<file path="config.mk">
export PLATFORM = sky130hd
export DESIGN_NAME = midi_msg_parser
export DESIGN_NICKNAME = d
export VERILOG_FILES = /design/src/rtl/midi_msg_parser.sv
export SDC_FILE = /design/constraint.sdc
export NUM_CORES = 1
export LEC_CHECK = 0
export ABC_AREA = 0
export BUFFER_PORTS_ARGS = -buffer_cell sky130_fd_sc_hd__buf_4
export CORE_ASPECT_RATIO = 0.6
export CORE_MARGIN = 2
export CORE_UTILIZATION = 27
export CTS_CLUSTER_DIAMETER = 40
export DETAILED_ROUTE_END_ITERATION = 6
export HOLD_SLACK_MARGIN = 0.15
export PLACE_DENSITY = 0.55
export SLEW_MARGIN = 5
export SYNTH_ARGS = -nofsm -noshare
export SYNTH_HDL_FRONTEND = slang
export SYNTH_SLANG_ARGS = --single-unit
export TNS_END_PERCENT = 100
</file>
<file path="constraint.sdc">
create_clock -name clk -period 5.1 [get_ports clk]
set_clock_uncertainty 0.2 [all_clocks]
set_input_delay 0.51 -clock clk [delete_from_list [all_inputs] [get_ports clk]]
set_output_delay 0.51 -clock clk [all_outputs]
set_load 0.01 [all_outputs]
</file>
<file path="src/rtl/midi_msg_parser.sv">
// MIDI byte-stream parser: running status, real-time passthrough filtering,
// channel filter, partial-message timeout and single-note tracking.
module midi_msg_parser #(
    parameter bit          OMNI           = 1'b1,
    parameter logic [3:0]  CHANNEL        = 4'd0,
    parameter int          TIMEOUT_CYCLES = 50000
) (
    input  logic        clk,
    input  logic        rst,
    input  logic [7:0]  in_byte,
    input  logic        in_valid,
    output logic [23:0] out_bytes,
    output logic        out_valid,
    output logic        note_active,
    output logic [6:0]  note_num,
    output logic [6:0]  note_vel,
    output logic        err
);

    localparam int            CW     = $clog2(TIMEOUT_CYCLES + 1);
    localparam logic [CW-1:0] TMO    = CW'(TIMEOUT_CYCLES);
    localparam logic [CW-1:0] TMO_M1 = CW'(TIMEOUT_CYCLES - 1);

    typedef enum logic [1:0] {NO_STATUS, WAIT_D1, WAIT_D2, SKIP} state_t;

    state_t        state, state_nxt;
    logic [7:0]    run_status;
    logic [7:0]    data1;
    logic [CW-1:0] cnt;

    logic          is_rt, is_sys, is_chan, is_data;
    logic          one_byte, accepted, tmo_hit;
    logic          emit, take_d1, err_set;
    logic [23:0]   msg;

    assign is_rt    = in_valid && (in_byte[7:3] == 5'b11111);
    assign is_sys   = in_valid && (in_byte[7:3] == 5'b11110);
    assign is_chan  = in_valid && in_byte[7] && (in_byte[7:4] != 4'hF);
    assign is_data  = in_valid && !in_byte[7];
    assign one_byte = (run_status[7:5] == 3'b110);
    assign accepted = OMNI || (run_status[3:0] == CHANNEL);
    // Only a held data1 can time out; any arriving byte (even a status) pre-empts it.
    assign tmo_hit  = !in_valid && (state == WAIT_D2) && (cnt == TMO_M1);

    always_comb begin
        state_nxt = state;
        emit      = 1'b0;
        take_d1   = 1'b0;
        err_set   = 1'b0;
        msg       = {run_status, data1, in_byte};
        if (is_chan) begin
            state_nxt = WAIT_D1;
        end else if (is_sys) begin
            state_nxt = SKIP;
        end else if (is_data) begin
            case (state)
                NO_STATUS: err_set = 1'b1;
                WAIT_D1: begin
                    if (one_byte) begin
                        emit = 1'b1;
                        msg  = {run_status, in_byte, 8'h00};
                    end else begin
                        take_d1   = 1'b1;
                        state_nxt = WAIT_D2;
                    end
                end
                WAIT_D2: begin
                    emit      = 1'b1;
                    state_nxt = WAIT_D1;
                end
                default: ;
            endcase
        end else if (tmo_hit) begin
            err_set   = 1'b1;
            state_nxt = WAIT_D1;
        end
    end

    always_ff @(posedge clk) begin
        if (rst) begin
            state       <= NO_STATUS;
            run_status  <= 8'h00;
            data1       <= 8'h00;
            cnt         <= '0;
            out_bytes   <= 24'h0;
            out_valid   <= 1'b0;
            note_active <= 1'b0;
            note_num    <= 7'h0;
            note_vel    <= 7'h0;
            err         <= 1'b0;
        end else begin
            state     <= state_nxt;
            err       <= err_set;
            out_valid <= emit && accepted;
            if (is_chan)
                run_status <= in_byte;
            else if (is_sys)
                run_status <= 8'h00;
            if (take_d1)
                data1 <= in_byte;
            // Real-time bytes are invisible to the idle timer.
            if (in_valid && !is_rt)
                cnt <= '0;
            else if (!in_valid && cnt != TMO)
                cnt <= cnt + CW'(1);
            if (emit && accepted) begin
                out_bytes <= msg;
                case (msg[23:20])
                    4'h8: if (msg[14:8] == note_num) note_active <= 1'b0;
                    4'h9: begin
                        if (msg[6:0] != 7'h0) begin
                            note_active <= 1'b1;
                            note_num    <= msg[14:8];
                            note_vel    <= msg[6:0];
                        end else if (msg[14:8] == note_num) begin
                            note_active <= 1'b0;
                        end
                    end
                    4'hB: if (msg[15:8] == 8'h7B) note_active <= 1'b0;
                    default: ;
                endcase
            end
        end
    end

endmodule

</file>
==> impl_metrics.ini, run 1 <==
[outcome]
status = finished clean

[worst_setup_path]
start_kind = flip-flop
cp_max_fo = 15
critical_path_class = reg -> reg
setup.worst_path.end_class = flip-flop
crit_required_ps = 5150
cp.arrival_ps = 2790

[sta]
max_freq_mhz = 363.9
fin_ws_ps = 2352
hold_viol_final = 0
post-route-period-util_pct = 53.89
worst_pin_slew_ps = 808.6
setup_viol = 0
worst_slew_margin_rel_pct = 45.68
timing.hold.ws_ps = 257.2
finalMaxSlewViolations = 0
rsz0062_at_grt = false
fin_setup_tns_ps = 0
min_period_ps = 2748

[yosys]
synth_compound_area_share_pct = 15.20
synth-adder-area-share_pct = 1.876
synth_xor_area_share_pct = 5.253
synthArstFlopShare_pct = 0
synth_area_sq_um = 3334
synthCells = 372
ys_warn_count = 0
muxShareOfSynthArea_pct = 3.302
yosys.area_share.simple_pct = 24.92
ys.flop_type = dfxtp_1
yosys_register_bits = 75
syn_nets = 388
synth_top_family_by_area = simple AND/OR/NAND/NOR gates
seq_area_frac_synth_pct = 45.03
synth_cell_types = 55
synth_edf_count = 0
syn_avg_cell_area_sq_um = 8.964

[layout]
final.fill_count = 1237
seqCellArea_sq_um = 1501
fin_area_sq_um = 4129
drive_gt1_share_pct = 20.53
final_cell_mix = 75 x dfxtp_1, 53 x buf_4, 48 x nor2_1
n_antenna_cell = 0
final_nets = 430
final_common_cell = dfxtp_1
multi_input_area_sq_um = 1689
area_growth_pct = 23.83

[die]
die_height_um = 90.08
die_area_sq_um = 13280
die_x_um = 147.5
initial_core_util_pct = 27.64
coreArea_sq_um = 12060
ios = 52
rows = 31

[hold_path]
min_path_type = reg -> reg

[clocking]
cts_setup_buffers = 0
tritoncts = built
cts_htree_levels = 3
clk_latency_ps = 330
path_clk_slew_ps = 60
numCtsBuffers = 9
ctsResizeCount = 0
cts_sinks = 75
cts_buffer_depth = 2
cts_hold_buf = 0
root_buffer = clkbuf_16

[placement]
placed_cell_area_sq_um = 3829
io_buffers = 51
dp.final_hpwl_mm = 6.214
gp_congestion = 0.8326
pre_cts_ws_ps = 2386

[route]
drt_iter0_drc = 145
drcViolationCount = 0
drt-total-wl_mm = 8.723
vias = 2781
avgRoutedWirePerCell_um = 14.94
via_per_inst = 4.762
firstDrtPassIters = 4
ant_nets = 0

[grt]
grt_first_pass_wirelength_mm = 14.55
grt_usage_pct = 13.84
grt_overflow = 0
antenna_found_initial = 0
grt_pass1_vias = 2724
grt_max_degree = 55

[pwr]
leakagePower_nw = 1.515
power_mw = 1.298
p_per_area_nw_per_um2 = 314.5
irDropWorstVdd_mv = 0.1291

[job]
maxCapViolations = 0
## layout make-up
type,instances,area share (%)
Timing Repair Buffer,53,9.636
Sequential cell,75,36.36
Inverter,9,0.8182
Multi-Input combinational cell,266,40.91
Clock inverter,7,1.818
Clock buffer,9,5.455
Tap cell,165,5.000
## registers in the layout (all words and copies together), names as in the netlist
signal,flops
out_bytes,24
cnt,16
data1,8
run_status,8
note_num,7
note_vel,7
state,2
err,1
note_active,1
out_valid,1
## worst paths after layout
check,from,endpoint,slack (ps),cells after the start
max,state[1],note_active,2350,7
min,run_status[3],out_bytes[19],260,2
max reg2reg,state[1],note_active,2350,7
min reg2reg,run_status[3],out_bytes[19],260,2
## synth_stat cells (all sizes together) (2+ instances only)
master / number / share of area [%]
xor2: 14 / 3.7
a211oi: 14 / 3.6
a221oi: 4 / 1.2
nor4: 3 / 0.56
o21ai: 2 / 0.30
and3: 2 / 0.38
nand4: 6 / 1.1
nand2: 46 / 5.2
nand3: 17 / 2.6
buf: 8 / 1.8
nor2: 52 / 6.3
nor3: 6 / 0.90
a22oi: 2 / 0.45
xnor2: 6 / 1.6
a21boi: 2 / 0.45
nand2b: 5 / 1.0
nand4b: 4 / 2.0
a22o: 6 / 1.6
nor2b: 5 / 0.94
o31ai: 2 / 0.45
nor4b: 2 / 0.98
o221a: 2 / 0.68
clkbuf: 14 / 1.6
nor3b: 3 / 0.68
dfxtp: 75 / 45
a21oi: 27 / 4.1
ha: 5 / 1.9
and4b: 2 / 0.60
inv: 9 / 1.0
mux2i: 11 / 3.3
## where the power goes
| part | switching [mW] | leakage [nW] | internal [mW] |
|---|---|---|---|
| clock | 0.255 | 0.150 | 0.382 |
| combinational | 0.0391 | 0.759 | 0.0224 |
| sequential | 0.00749 | 0.606 | 0.592 |
## per-stage QoR
step           std cells  utilization, %
6_report             584           34.23
5_1_grt              584           34.23
4_1_cts              584           34.23
3_5_place_dp         568           31.74
3_3_place_gp         568           31.74
2_1_floorplan        372               -
## layer usage
metal | vias to the layer above | global-route usage [%] | routed length [um]
met5 | - | 0 | 0
met4 | 0 | 4.327 | 88
met3 | 6 | 4.162 | 568
met2 | 78 | 18.96 | 3460
met1 | 1302 | 20.49 | 4606
li1 | 1395 | - | -
## critical path: stages, from the launching register on
cell	delay [ps]
dfxtp_1	360
inv_1	70
ha_1	380
nand4b_4	130
nor4b_4	510
and2_1	630
a21oi_1	110
a221oi_2	270
## cells by family (layout without fill, tap and decap cells)
logic type,after synthesis,count (layout)
AND/OR/NAND/NOR,160,160
multiplexers,11,11
flip-flops,75,75
buffers and inverters,31,78
AO/OA/AOI/OAI,70,70
adder cells (fa/ha/maj),5,5
XOR/XNOR,20,20
Note: power is estimated with default switching activity, not from simulation.
==> run 2, diff against run 1 <==
==> constraint.sdc (replaced) <==
create_clock -name clk -period 2.7 [get_ports clk]
set_clock_uncertainty 0.2 [all_clocks]
set_input_delay 0.27 -clock clk [delete_from_list [all_inputs] [get_ports clk]]
set_output_delay 0.27 -clock clk [all_outputs]
set_load 0.01 [all_outputs]
==> impl_metrics.ini, run 2 (same netlist as run 1, synthesis figures left out) <==
[outcome]
status = finished clean

[layout]
final_cell_mix = 75 x dfxtp_1, 57 x buf_4, 48 x nor2_1
area_growth_pct = 27.24
largest-register = out_bytes
reg_top3 = out_bytes (24), cnt (16)
final_nets = 442
drive_gt1_share_pct = 20.88
n_antenna_cell = 0
largest_register_ff_count = 24
final_common_cell = dfxtp_1
final_util_pct = 35.17

[worst_setup_path]
cp_max_fo = 9
endpoint = state[0]
crit-reg2reg-launch = state[0]
path_delay_family = compound AO/OA/AOI/OAI gates
crit_required_ps = 2700
critical_path_class = in -> reg
max_stage_delay_ps = 570
setup.worst_path.end_class = flip-flop
crit_slowest_cell = o211a_1
path_cells = dlygate4sd3_1 > buf_4 > nor2b_1 > o211a_1 > o221a_2 > nor2_1
cp.arrival_ps = 2280
reg2reg_depth = 7
critPathBufInv = 2
start_kind = input pin
r2r-end = note_active
ff2ff_setup_slack_ps = 460
crit_start = in_valid
cp_num_cells = 6

[die]
die_x_um = 147.5
ios = 52
initial_core_util_pct = 27.64
coreArea_sq_um = 12060
rows = 31
die_area_sq_um = 13280
die_height_um = 90.08

[route]
drcViolationCount = 0
dr_wl_met3_um = 816
dr_wl_met2_mm = 3.365
firstDrtPassIters = 4
drt-total-wl_mm = 8.784
highest_layer = met4
vias = 2799
avgRoutedWirePerCell_um = 14.74
drt_iter0_drc = 257
wl_met1_mm = 4.493
ant_nets = 0
via_per_inst = 4.696

[placement]
pre_cts_ws_ps = 487.3
io_buffers = 51
dp.final_hpwl_mm = 6.330
gp_congestion = 0.8650

[pwr]
irDropWorstVdd_mv = 0.2397
leakagePower_nw = 1.567
p_int_mw = 1.910
p_seq_share_pct = 46.0
combPwrFrac_pct = 5.3
power.switching_uw = 554.1
clockPowerShare_pct = 48.7
netSwitchingFraction_pct = 22.49
p_per_area_nw_per_um2 = 580.8

[clocking]
cts_buffer_depth = 2
cts_htree_levels = 3
path_clk_slew_ps = 60
root_buffer = clkbuf_16
tritoncts = built
cts_setup_buffers = 0
clk_latency_ps = 340
numCtsBuffers = 9
ctsResizeCount = 0
cts_sinks = 75

[sta]
fin_ws_ps = 414.9
worst_slew_margin_rel_pct = 48.41
rsz0062_at_grt = false
min_period_ps = 2285
hold_viol_final = 0
max_freq_mhz = 437.6
finalMaxSlewViolations = 0
post-route-period-util_pct = 84.63
fin_setup_tns_ps = 0
timing.hold.ws_ps = 215.7
worst_pin_slew_ps = 767.9
setup_viol = 0

[job]
maxCapViolations = 0

[grt]
grt_overflow = 0
grt_pass1_vias = 2734
grt_first_pass_wirelength_mm = 14.75
antenna_found_initial = 0
grt_max_degree = 55
grt_usage_pct = 14.10

[hold_path]
worstHoldPathCells = 4
min_path_type = in -> reg
## run 2: area by class of cell
type,count,area (sq um)
Clock inverter,6,65.06
Inverter,9,33.78
Clock buffer,10,239.0
Fill cell,1237,7820
Timing Repair Buffer,65,508.0
Tap cell,165,206.4
Multi-Input combinational cell,266,1689
Sequential cell,75,1501
## run 2: worst register-to-register path: stages, from the launching register on
cell	delay, ps
dfxtp_1	340
inv_1	80
ha_1	390
nand4b_4	130
or2_2	310
a221oi_1	340
o221a_2	250
a221oi_2	50
## run 2: timing repair
action	4_1_cts	5_1_grt
hold buffers	8	0
hold endpoints to repair	28	0
setup endpoints to repair	0	0
## run 2: per-layer routing
metal / up-vias / track usage (%)
met4: 0 / 4.808
li1: 1414 / -
met5: - / 0
met2: 93 / 18.89
met3: 10 / 4.315
met1: 1282 / 21.02
## run 2: how the worst min path moves through the flow
stage / start / endpoint
finish: in_byte[7] / err
global placement: out_bytes[5] / out_bytes[5]
CTS: rst / data1[5]
global route: in_byte[7] / err
floorplan: in_byte[0] / run_status[0]
detailed placement: out_bytes[0] / out_bytes[0]
## run 2: per-stage QoR
stage          power (mW)  std cells  cell area [sq um]
2_1_floorplan       1.231        372               3334
3_5_place_dp        1.278        572               3859
6_report            2.464        596               4243
5_1_grt             2.554        596               4243
4_1_cts             2.493        596               4243
3_3_place_gp        1.276        572               3859
## run 2: power groups by stage
stage	clock network (mW)	logic (mW)	registers, mW
final	1.20	0.129	1.13
after global routing	1.28	0.142	1.13
after CTS	1.23	0.130	1.13
after detailed placement	0	0.120	1.16
after global placement	0	0.119	1.16
after floorplan	0	0.0784	1.15
==> run 3, diff against run 2 <==
==> constraint.sdc (replaced) <==
create_clock -name clk -period 2.4 [get_ports clk]
set_clock_uncertainty 0.2 [all_clocks]
set_input_delay 0.24 -clock clk [delete_from_list [all_inputs] [get_ports clk]]
set_output_delay 0.24 -clock clk [all_outputs]
set_load 0.01 [all_outputs]
==> impl_metrics.ini, run 3 (same netlist as run 1, synthesis figures left out) <==
[outcome]
status = finished clean

[job]
maxCapViolations = 0

[die]
rows = 31
die_height_um = 90.08
ios = 52
coreArea_sq_um = 12060
die_x_um = 147.5
initial_core_util_pct = 27.64
die_area_sq_um = 13280

[pwr]
p_int_mw = 2.159
netSwitchingFraction_pct = 22.81
clockPowerShare_pct = 49.0
combPwrFrac_pct = 5.5
p_seq_share_pct = 45.6
power_mw = 2.797
irDropWorstVdd_mv = 0.2219
p_per_area_nw_per_um2 = 651.2
power.switching_uw = 638.0
leakagePower_nw = 1.596

[clocking]
clk_latency_ps = 340
cts_sinks = 75
cts_setup_buffers = 0
root_buffer = clkbuf_16
tritoncts = built
cts_buffer_depth = 2
path_clk_slew_ps = 60
numCtsBuffers = 9
cts_htree_levels = 3

[worst_setup_path]
start_kind = flip-flop
crit-reg2reg-launch = state[1]
crit_start = state[1]
critical_path_class = reg -> reg
setup.worst_path.end_class = flip-flop
cp_max_fo = 4
cp.arrival_ps = 2220
crit_required_ps = 2410

[grt]
grt_pass1_vias = 2746
grt_first_pass_wirelength_mm = 14.71
antenna_found_initial = 0
grt_max_degree = 41
grt_overflow = 0
grt_usage_pct = 14.18

[sta]
worst_slew_margin_rel_pct = 59.46
rsz0062_at_grt = false
post-route-period-util_pct = 92.24
max_freq_mhz = 451.7
setup_viol = 0
min_period_ps = 2214
worst_pin_slew_ps = 608.1
hold_viol_final = 0
finalMaxSlewViolations = 0
fin_setup_tns_ps = 0

[layout]
n_antenna_cell = 0
final_cell_mix = 75 x dfxtp_1, 60 x buf_4, 48 x nor2_1
largest-register = out_bytes
final_nets = 447
reg_top3 = out_bytes (24), cnt (16)
final_common_cell = dfxtp_1
area_growth_pct = 28.82
stdcell_count = 601
drive_gt1_share_pct = 21.33
final.fill_count = 1229
largest_register_ff_count = 24
final_util_pct = 35.61

[placement]
dp.final_hpwl_mm = 6.577
gp_congestion = 0.8780
io_buffers = 51
numPlacedInstances = 576

[hold_path]
hold_start = in_byte[7]
min_path_type = in -> reg

[route]
vias = 2869
firstDrtPassIters = 4
via_per_inst = 4.774
drt-total-wl_mm = 8.973
ant_nets = 0
drcViolationCount = 0
avgRoutedWirePerCell_um = 14.93
drt_iter0_drc = 181
==> run 3: per-stage QoR <==
step / setup slack (ps) / cell area, sq um / hold slack (ps)
2_1_floorplan: 237.1 / 3334 / 165.7
3_3_place_gp: 273.8 / 3901 / 246.5
3_5_place_dp: 194.6 / 3901 / 249.6
4_1_cts: 189.4 / 4295 / 218.3
5_1_grt: 56.18 / 4295 / 240.0
6_report: 186.3 / 4295 / 234.4
==> run 3: power by group through the flow <==
stage	combinational [mW]	sequential, mW	clock [mW]
5_1_grt	0.166	1.28	1.46
6_report	0.153	1.28	1.37
3_5_place_dp	0.139	1.30	0
3_3_place_gp	0.137	1.30	0
4_1_cts	0.152	1.27	1.41
2_1_floorplan	0.0882	1.30	0
==> run 3: worst paths after layout <==
path	slack (ps)	end	cells past startpoint
setup / recovery	190	note_active	7
hold / removal	230	state[1]	5
setup reg to reg	190	note_active	7
hold reg to reg	260	out_bytes[6]	2
==> run 3: area by class of cell <==
cell class	instances	area [sq um]	share of cell area (%)
Clock buffer	11	242.7	5.651
Clock inverter	5	61.31	1.427
Inverter	9	33.78	0.7865
Multi-Input combinational cell	266	1689	39.32
Sequential cell	75	1501	34.95
Tap cell	165	206.4	4.806
Timing Repair Buffer	70	560.5	13.05
==> run 3: worst max-delay path, stage by stage (launching register included) <==
cell	delay [ps]
dfxtp_1	360
inv_1	70
ha_1	390
nand4b_4	130
or2_2	310
a221oi_1	320
o221a_2	250
a221oi_2	50
==> run 3: routing by layer <==
metal | share of wire, % | track usage, % | up-vias
met1 | 53 | 20.99 | 1346
met2 | 38 | 18.73 | 90
met3 | 7.2 | 5.381 | 12
li1 | - | - | 1421
met4 | 1.4 | 4.087 | 0
met5 | 0 | 0 | -
==> run 3: what timing repair did <==
item / 4_1_cts / 5_1_grt
gates resized for setup: 0 / 0
hold endpoints to repair: 32 / 0
hold buffers: 9 / 0
